<file path="config.mk">
export PLATFORM = sky130hd
export DESIGN_NAME = branch_predictor_btb
export DESIGN_NICKNAME = d
export VERILOG_FILES = /design/src/rtl/branch_predictor_btb.sv
export SDC_FILE = /design/constraint.sdc
export NUM_CORES = 2
export LEC_CHECK = 0
export ABC_CLOCK_PERIOD_IN_PS = 13000
export BUFFER_PORTS_ARGS = -buffer_cell sky130_fd_sc_hd__buf_4
export CAP_MARGIN = 40
export CORE_ASPECT_RATIO = 0.6
export CORE_MARGIN = 2
export CORE_UTILIZATION = 42
export DETAILED_ROUTE_END_ITERATION = 8
export PLACE_DENSITY_LB_ADDON = 0.15
export SYNTH_ARGS = -nofsm -noshare
export SYNTH_HDL_FRONTEND = slang
export SYNTH_SLANG_ARGS = --single-unit
</file>
<file path="constraint.sdc">
create_clock -name clock -period 13 [get_ports clock]
set_input_delay 0 -clock clock [delete_from_list [all_inputs] [get_ports clock]]
set_output_delay 0 -clock clock [all_outputs]
set_load 0.02 [all_outputs]
</file>
<file path="src/rtl/branch_predictor_btb.sv">
// Direct-mapped branch target buffer with per-entry saturating direction counters.
// Lookup is combinational from registered state; resolved branches train the table.
module branch_predictor_btb #(
  parameter int ENTRIES    = 16,
  parameter int ADDR_WIDTH = 64,
  parameter int CNT_BITS   = 2,
  parameter int MODE       = 1,
  parameter int STAT_WIDTH = 32
) (
  input  logic                  clock,
  input  logic                  reset,
  input  logic [ADDR_WIDTH-1:0] lookup_pc,
  output logic                  lookup_hit,
  output logic                  predict_taken,
  output logic [ADDR_WIDTH-1:0] predict_target,
  input  logic                  update_valid,
  input  logic [ADDR_WIDTH-1:0] update_pc,
  input  logic                  update_taken,
  input  logic [ADDR_WIDTH-1:0] update_target,
  input  logic                  update_pred_taken,
  input  logic [ADDR_WIDTH-1:0] update_pred_target,
  input  logic                  flush,
  output logic                  mispredict,
  output logic [STAT_WIDTH-1:0] stat_branches,
  output logic [STAT_WIDTH-1:0] stat_mispredicts
);

  localparam int IDX   = $clog2(ENTRIES);
  localparam int TAG_W = ADDR_WIDTH - IDX - 2;
  localparam bit DYN   = (MODE == 1);
  localparam logic [CNT_BITS-1:0] CNT_MAX  = '1;
  localparam logic [CNT_BITS-1:0] CNT_WEAK = CNT_BITS'(1) << (CNT_BITS - 1);

  logic [ENTRIES-1:0]    valid;
  logic [TAG_W-1:0]      tag_q    [ENTRIES];
  logic [ADDR_WIDTH-1:0] target_q [ENTRIES];
  logic [CNT_BITS-1:0]   cnt_q    [ENTRIES];

  logic [IDX-1:0]   lk_idx, upd_idx;
  logic [TAG_W-1:0] lk_tag, upd_tag;
  logic             upd_hit, alloc, mispredicted;

  assign lk_idx  = lookup_pc[IDX+1:2];
  assign lk_tag  = lookup_pc[ADDR_WIDTH-1:IDX+2];
  assign upd_idx = update_pc[IDX+1:2];
  assign upd_tag = update_pc[ADDR_WIDTH-1:IDX+2];

  assign lookup_hit     = valid[lk_idx] && (tag_q[lk_idx] == lk_tag);
  assign predict_taken  = DYN && lookup_hit && cnt_q[lk_idx][CNT_BITS-1];
  assign predict_target = predict_taken ? target_q[lk_idx]
                                        : lookup_pc + ADDR_WIDTH'(4);

  assign upd_hit = valid[upd_idx] && (tag_q[upd_idx] == upd_tag);
  // flush suppresses allocation so no entry survives the invalidate
  assign alloc   = update_valid && update_taken && !upd_hit && !flush;

  assign mispredicted = (update_taken != update_pred_taken) ||
                        (update_taken && update_pred_taken &&
                         (update_target != update_pred_target));

  always_ff @(posedge clock or negedge reset) begin
    if (!reset) begin
      valid            <= '0;
      mispredict       <= 1'b0;
      stat_branches    <= '0;
      stat_mispredicts <= '0;
      for (int i = 0; i < ENTRIES; i++) cnt_q[i] <= '0;
    end else begin
      if (flush)      valid          <= '0;
      else if (alloc) valid[upd_idx] <= 1'b1;

      if (update_valid) begin
        if (upd_hit) begin
          if (update_taken)
            cnt_q[upd_idx] <= (cnt_q[upd_idx] == CNT_MAX) ? CNT_MAX
                                                         : cnt_q[upd_idx] + CNT_BITS'(1);
          else
            cnt_q[upd_idx] <= (cnt_q[upd_idx] == '0) ? '0
                                                    : cnt_q[upd_idx] - CNT_BITS'(1);
        end else if (alloc) begin
          cnt_q[upd_idx] <= CNT_WEAK;
        end
      end

      mispredict <= update_valid && mispredicted;

      if (update_valid && (stat_branches != '1))
        stat_branches <= stat_branches + STAT_WIDTH'(1);
      if (update_valid && mispredicted && (stat_mispredicts != '1))
        stat_mispredicts <= stat_mispredicts + STAT_WIDTH'(1);
    end
  end

  // Tags and targets are only meaningful under a valid bit, so they carry no reset
  always_ff @(posedge clock) begin
    if (update_valid && update_taken && (upd_hit || alloc))
      target_q[upd_idx] <= update_target;
    if (alloc)
      tag_q[upd_idx] <= upd_tag;
  end

endmodule

</file>
After elaboration in Yosys (flattened, before gate mapping) --
Memory sizes are Yosys's and may differ from the RTL's. Cells that the tools add are included.
Word-level totals: memories 2, output and inout port bits 131, bits in registers 113, word-level logic and storage cells 96, bits in writable memories 1952
Operators by class: multiplexer cells 28, equality and inequality tests 7, $lt $le $gt $ge 6, bitwise operators 6, reductions and logical operators 22, add/sub/neg operators 5
Memory list:
- target_q | depth 16, width 64, read ports 1, clocked after memory_dff 0, write ports 1, RTL line 36 | logic [ADDR_WIDTH-1:0] target_q [ENTRIES];
- tag_q | depth 16, width 58, read ports 2, clocked after memory_dff 0, write ports 1, RTL line 35 | logic [TAG_W-1:0] tag_q [ENTRIES];
Operator list (count):
- == test 58 bit | 2
- 2-to-1 mux 32 bit | 3
- adder 32 x 1 -> 32 bit (second input constant) | 2
- adder 64 x 3 -> 64 bit (second input constant) | 1
- bitwise mux 32 bit | 2
- 2-to-1 mux 64 bit | 1
- != test 32 bit (second input constant) | 2
- != test 64 bit | 1
- 2-to-1 mux 16 bit | 2
- bitwise OR 16 bit | 2
- AND 16 bit | 1
- binary-select mux 2 bit (select 4 bit) | 2
- inverter 16 bit | 1
- logical AND 1 bit | 14
- 2-to-1 mux 2 bit | 7
- greater-or-equal comparator 5 bit (second input constant) | 2
- < comparator 4 x 5 -> 1 bit (second input constant) | 2
- inverter 4 -> 5 bit | 2
- binary-select mux 1 bit (select 4 bit) | 2
- demux 2 bit (select 4 bit) | 1
- 2-to-1 mux 1 bit | 7
- < comparator 5 x 1 -> 1 bit (second input constant) | 1
- demux 1 bit (select 4 bit) | 1
- greater-or-equal comparator 4 x 1 -> 1 bit (second input constant) | 1
- 9 further kinds | 12

Logic depth before layout (Yosys ltp) --
depth after elaboration 10, mapped depth 17, depth with buffers taken out 9

Least setup slack after synthesis --
OpenSTA, ideal clock, no wires.
path type input to register, start point input update_pc[2], end point memory tag_q[10][0] (netlist name), enable pin, library setup time 474 ps, setup slack 7676 ps, data required time 12526 ps, data arrival time 4850 ps, cell stages on the path 13, buffers on the path 5, cell sequence buf_4 buf_4 buf_4 buf_2 mux4_2 o21ai_0 o22ai_1 a32oi_1 a21oi_1 nand3b_1 o21ai_0 clkbuf_1 nor2_1
On the way: longest elaborated chain between the ends 8, elaborated cells on any way between the ends 10, classes of those cells eq/ne (1); mux (4); reduce/logical (4); memory (1)
Ends and longest elaborated chain:
- start, declared | RTL line 17 | input logic [ADDR_WIDTH-1:0] update_pc,
- memory (16 x 58 bit) / binary-select mux 1 bit (select 4 bit) (equally long branches)
- == test 58 bit / 2-to-1 mux 1 bit (equally long branches) | RTL line 53 | assign upd_hit = valid[upd_idx] && (tag_q[upd_idx] == upd_tag);
- logical AND 1 bit | RTL line 53
- zero test 1 bit | RTL line 55 | assign alloc = update_valid && update_taken && !upd_hit && !flush;
- logical AND 1 bit (2 in a row) | RTL line 55
- 2-to-1 mux 1 bit | RTL line 98 | if (alloc)
- 2-to-1 mux 1 bit (not written as such) | RTL line 99 | tag_q[upd_idx] <= upd_tag;
- end, declared | RTL line 35
Several ways; a longest one is shown, not always the timed one. The select of a mux whose other input is x is not followed.

Worst setup path in the final report --
start point input lookup_pc[3], end point output predict_target[36]
On the way: longest elaborated chain between the ends 6, elaborated cells on any way between the ends 13, classes of those cells add/sub (1); eq/ne (1); mux (6); bitwise (1); reduce/logical (2); memory (2)
Ends and longest elaborated chain:
- start, declared | RTL line 12 | input logic [ADDR_WIDTH-1:0] lookup_pc,
- parallel branches: the longest is 5 deep, another holds adder 64 x 3 -> 64 bit
- 2-to-1 mux 64 bit * | RTL line 50 | assign predict_target = predict_taken ? target_q[lk_idx]
- end, declared | RTL line 15 | output logic [ADDR_WIDTH-1:0] predict_target,
Mark *: on every way between the ends. The select of a mux whose other input is x is not followed.

==> impl_metrics.prom <==
# TYPE chip_impl_metric gauge
chip_impl_metric{name="worst_case_reg_to_reg_path_depth",unit=""} 12
chip_impl_metric{name="place.gp.congestion",unit=""} 1.07
chip_impl_metric{name="antenna_violations_before_repair",unit=""} 37
chip_impl_metric{name="routed_wire_length_per_instance",unit="um"} 37.5
chip_impl_info{name="grt_setup_unrepaired",value="false"} 1
chip_impl_info{name="cp_cell_sequence",value="buf_8, buf_12, buf_12, mux4_2, mux2i_1, nor3_1, a311oi_1, nand4_1, or4_4, nor4_4, and2_4, buf_4, mux2_1, buf_4"} 1
chip_impl_metric{name="max-clock-path-buffers",unit=""} 4
chip_impl_metric{name="synth.ff_latch_count",unit=""} 2065
chip_impl_metric{name="synth_top_cell_area_share",unit="%"} 62.9
chip_impl_info{name="critPathKind",value="in2out"} 1
chip_impl_metric{name="worst_slew_margin_rel",unit="%"} 24.0
chip_impl_metric{name="finalMaxSlewViolations",unit=""} 0
chip_impl_metric{name="max_slew.worst_pin.slew",unit="ns"} 1.14
chip_impl_metric{name="ys_async_sr_fraction",unit="%"} 5.47
chip_impl_metric{name="power.leakage",unit="nW"} 35.7
chip_impl_metric{name="ctsHtreeMaxLevel",unit=""} 4
chip_impl_info{name="ys_top_cells_by_area",value="sky130_fd_sc_hd__edfxtp_1 63%, sky130_fd_sc_hd__mux4_2 18%, sky130_fd_sc_hd__dfrtp_1 3.0%"} 1
chip_impl_metric{name="chipHeight",unit="um"} 369
chip_impl_metric{name="start_util",unit="%"} 42.4
chip_impl_metric{name="syn_nets",unit=""} 5146
chip_impl_metric{name="dpl-instance-area",unit="um^2"} 100000
chip_impl_metric{name="placed_cells_incl_taps",unit=""} 8105
chip_impl_metric{name="met3_wirelength",unit="um"} 40000
chip_impl_metric{name="worstPathArrival",unit="ns"} 7.22
chip_impl_metric{name="global_route_wire_length_before_repair",unit="um"} 442000
chip_impl_metric{name="numClockSinks",unit=""} 2065
chip_impl_metric{name="max-cap-violations",unit=""} 0
chip_impl_metric{name="final_layout_size_suffix_gt1_share",unit="%"} 31.0
chip_impl_metric{name="detailedRoute.firstIterationViolations",unit=""} 8902
chip_impl_metric{name="finalClockSkew",unit="ns"} 0.132
chip_impl_metric{name="fillerInstances",unit=""} 18000
chip_impl_metric{name="routed_wirelength",unit="um"} 325000
chip_impl_metric{name="final_hold_viol_count",unit=""} 0
chip_impl_metric{name="synth_enable_flop_cells",unit=""} 1952
chip_impl_metric{name="final_antenna_net_count",unit=""} 0
chip_impl_info{name="run_status",value="finished, final reports clean"} 1
chip_impl_metric{name="finalCritPeriodShare",unit="%"} 55.5
chip_impl_metric{name="top_level_ports",unit=""} 393
chip_impl_metric{name="die_w",unit="um"} 612
chip_impl_metric{name="cts_post_setup_buffers_inserted",unit=""} 0
chip_impl_metric{name="wl_met1",unit="um"} 142000
chip_impl_metric{name="clock.fmax",unit="GHz"} 0.139
chip_impl_metric{name="placement.io_buffers",unit=""} 390
chip_impl_metric{name="die-area",unit="um^2"} 226000
chip_impl_metric{name="final-setup-viol-count",unit=""} 0
chip_impl_metric{name="detailedPlacementHpwl",unit="um"} 214000
chip_impl_info{name="cts_tree",value="built"} 1
chip_impl_metric{name="finalNonFillerCells",unit=""} 8664
chip_impl_metric{name="num_vias",unit=""} 55200
chip_impl_metric{name="critical_path_required",unit="ns"} 13.00
chip_impl_metric{name="clk_pin_slew",unit="ns"} 0.06
chip_impl_info{name="synth.largest_area_cell",value="sky130_fd_sc_hd__edfxtp_1"} 1
chip_impl_metric{name="whs_path_depth",unit=""} 2
chip_impl_info{name="dominantRegCellSynth",value="sky130_fd_sc_hd__edfxtp_1"} 1
chip_impl_metric{name="crit_cells",unit=""} 14
chip_impl_info{name="worst_path_max_delay_cell",value="sky130_fd_sc_hd__mux2i_1"} 1
chip_impl_metric{name="stdcell_area",unit="um^2"} 108000
chip_impl_info{name="hold_path_class",value="in2reg"} 1
chip_impl_info{name="critical-path-top-delay-family",value="buffers and inverters"} 1
chip_impl_metric{name="groute.usage.overall",unit="%"} 28.4
chip_impl_metric{name="yosys_warnings",unit=""} 0
chip_impl_metric{name="yosysUniqueCellTypes",unit=""} 96
chip_impl_metric{name="critical_path.max_fanout",unit=""} 106
chip_impl_metric{name="grt_start_max_net_pins",unit=""} 125
chip_impl_metric{name="power_density",unit="nW/um^2"} 135
chip_impl_metric{name="final-seq-area",unit="um^2"} 61400
chip_impl_metric{name="netlist_area",unit="um^2"} 93200
chip_impl_info{name="dr.max_layer_used",value="met5"} 1
chip_impl_metric{name="post-route-min-period",unit="ns"} 7.22
chip_impl_metric{name="ir_drop",unit="uV"} 103
chip_impl_metric{name="mean_instance_size_in_the_synthesized_netlist",unit="um^2"} 19.1
chip_impl_metric{name="detail_route.drc_violations",unit=""} 0
chip_impl_metric{name="worstSkewPairLatency",unit="ns"} 0.92
chip_impl_metric{name="area_taken_by_multi_input_logic_gates",unit="um^2"} 29900
chip_impl_info{name="critPathCaptureType",value="output port"} 1
chip_impl_metric{name="tritoncts.num_buffers",unit=""} 199
chip_impl_metric{name="leftover_overflow_at_the_end_of_global_routing",unit=""} 0
chip_impl_metric{name="fin_nets",unit=""} 5788
chip_impl_metric{name="drt-vias-per-instance",unit=""} 6.37
chip_impl_metric{name="first_global_vias",unit=""} 52400
chip_impl_metric{name="area_growth",unit="%"} 16.4
chip_impl_metric{name="timing.critical_path.buf_inv",unit=""} 5
chip_impl_metric{name="synthesis.instances",unit=""} 4880
chip_impl_metric{name="setup-tns-final",unit="ns"} 0
chip_impl_metric{name="met2_wirelength",unit="um"} 135000
chip_impl_info{name="critPathLaunchType",value="input port"} 1
chip_impl_metric{name="placement_rows",unit=""} 133
chip_impl_info{name="clockRootBuffer",value="sky130_fd_sc_hd__clkbuf_16"} 1
chip_impl_metric{name="firstDrtPassIters",unit=""} 6
chip_impl_metric{name="cpPeakStageDelay",unit="ns"} 0.72
chip_impl_metric{name="synth_sequential_area_ratio",unit="%"} 66.0
chip_impl_metric{name="floorplan_core_area",unit="um^2"} 220000
## flip-flops by register name, summed over array words and instances (netlist names)
register          count
tag_q               928
valid                16
target_q           1024
stat_mispredicts     32
mispredict            1
stat_branches        32
cnt_q                32
## final timing paths
kind,start,endpoint,slack [ns]
worst max-delay path,lookup_pc[3],predict_target[36],5.78
worst min-delay path,update_target[8],target_q[15][8],0.04
min in group asynchronous,reset,stat_mispredicts[17],0.22
worst min register to register,stat_mispredicts[7],stat_mispredicts[7],0.50
max in group asynchronous,reset,cnt_q[0],11.98
worst max register to register,tag_q[6][41],tag_q[4][16],7.19
## cells in the mapped netlist, types with 6 or more instances
| cell type | count |
|---|---|
| sky130_fd_sc_hd__xnor2_1 | 208 |
| sky130_fd_sc_hd__a211oi_1 | 8 |
| sky130_fd_sc_hd__o211ai_1 | 13 |
| sky130_fd_sc_hd__buf_4 | 54 |
| sky130_fd_sc_hd__a2bb2oi_1 | 20 |
| sky130_fd_sc_hd__mux4_2 | 762 |
| sky130_fd_sc_hd__or3_1 | 24 |
| sky130_fd_sc_hd__a32oi_1 | 10 |
| sky130_fd_sc_hd__buf_2 | 79 |
| sky130_fd_sc_hd__o31ai_1 | 22 |
| sky130_fd_sc_hd__a22oi_1 | 45 |
| sky130_fd_sc_hd__o32ai_1 | 11 |
| sky130_fd_sc_hd__nor2_1 | 118 |
| sky130_fd_sc_hd__nand2b_1 | 22 |
| sky130_fd_sc_hd__and2_1 | 15 |
| sky130_fd_sc_hd__buf_1 | 24 |
| sky130_fd_sc_hd__nand2_1 | 160 |
| sky130_fd_sc_hd__or2_2 | 7 |
| sky130_fd_sc_hd__clkbuf_1 | 105 |
| sky130_fd_sc_hd__o22ai_1 | 57 |
| sky130_fd_sc_hd__o2111ai_1 | 10 |
| sky130_fd_sc_hd__or4_1 | 6 |
| sky130_fd_sc_hd__o211a_1 | 19 |
| sky130_fd_sc_hd__nand3_1 | 65 |
| sky130_fd_sc_hd__mux2_2 | 103 |
| sky130_fd_sc_hd__nand4_1 | 53 |
| sky130_fd_sc_hd__o21ai_0 | 50 |
| sky130_fd_sc_hd__a2111oi_0 | 8 |
| sky130_fd_sc_hd__a221oi_1 | 14 |
| sky130_fd_sc_hd__nor3_1 | 42 |
| sky130_fd_sc_hd__o2bb2ai_1 | 22 |
| sky130_fd_sc_hd__edfxtp_1 | 1952 |
| sky130_fd_sc_hd__nor2b_1 | 10 |
| sky130_fd_sc_hd__buf_6 | 32 |
| sky130_fd_sc_hd__mux2i_1 | 213 |
| sky130_fd_sc_hd__a21oi_1 | 36 |
| sky130_fd_sc_hd__inv_1 | 85 |
| sky130_fd_sc_hd__and3_1 | 29 |
| sky130_fd_sc_hd__and4_1 | 17 |
| sky130_fd_sc_hd__mux2_1 | 47 |
| sky130_fd_sc_hd__dfrtp_1 | 113 |
| sky130_fd_sc_hd__a31oi_1 | 7 |
| sky130_fd_sc_hd__xor2_1 | 58 |
| sky130_fd_sc_hd__nor4_1 | 14 |
## repair_timing
item	in CTS	in global routing
setup endpoints to repair	0	0
endpoints found under the hold margin	2064	0
gates resized for setup	0	0
hold buffers	177	0
## per-layer routing
| layer | GRT usage, % | vias to the layer above |
|---|---|---|
| li1 | - | 21700 |
| met1 | 43.2 | 29700 |
| met2 | 39.0 | 3365 |
| met3 | 9.67 | 397 |
| met4 | 6.42 | 12 |
| met5 | 0 | - |
## layout by cell type, fill, tap and decap left out, types with 65 or more instances in the layout
cell	count
sky130_fd_sc_hd__inv_1	84
sky130_fd_sc_hd__mux2_2	103
sky130_fd_sc_hd__xnor2_1	208
sky130_fd_sc_hd__dlygate4sd3_1	176
sky130_fd_sc_hd__nand2_1	160
sky130_fd_sc_hd__mux4_2	762
sky130_fd_sc_hd__clkbuf_16	202
sky130_fd_sc_hd__nand3_1	65
sky130_fd_sc_hd__dfrtp_1	113
sky130_fd_sc_hd__edfxtp_1	1952
sky130_fd_sc_hd__mux2i_1	213
sky130_fd_sc_hd__nor2_1	102
sky130_fd_sc_hd__buf_4	510
## cell families after synthesis
family	Yosys count	synth area share, %
XOR/XNOR	266	2.50
flip-flops	2065	66.0
adder cells (fa/ha/maj)	6	0.0752
AND/OR/NAND/NOR	608	3.35
multiplexers	1125	22.5
AO/OA/AOI/OAI	423	3.39
buffers and inverters	387	2.21
## metrics by stage
| step | total power [mW] | util, % | setup WS [ns] | hold slack, ns |
|---|---|---|---|---|
| floorplan | 8.28 | - | 7.68 | -0.296 |
| global placement | 8.94 | 45.2 | 5.40 | 0.103 |
| finish | 14.7 | 49.3 | 5.78 | 0.0404 |
| detailed placement | 8.96 | 45.6 | 5.68 | 0.111 |
| CTS | 14.7 | 49.3 | 5.66 | 0.00139 |
| global route | 15.0 | 49.3 | 5.55 | 0.0381 |
## power breakdown
group | internal [mW] | total [mW] | switching, mW | leakage (nW)
Clock | 3.18 | 5.74 | 2.56 | 3.02
Combinational | 0.586 | 1.51 | 0.923 | 13.7
Sequential | 7.35 | 7.40 | 0.0480 | 19.0
## final cells by class
type	instances	share of cell area (%)
inverter	88	0.312
sequential	2065	56.7
multi-input combinational	2428	27.6
timing repair buffer	740	6.19
antenna	14	0.0323
tap	2970	3.43
clock buffer	248	4.84
clock inverter	111	0.921
No activity file was read; power rests on OpenSTA's default activity.
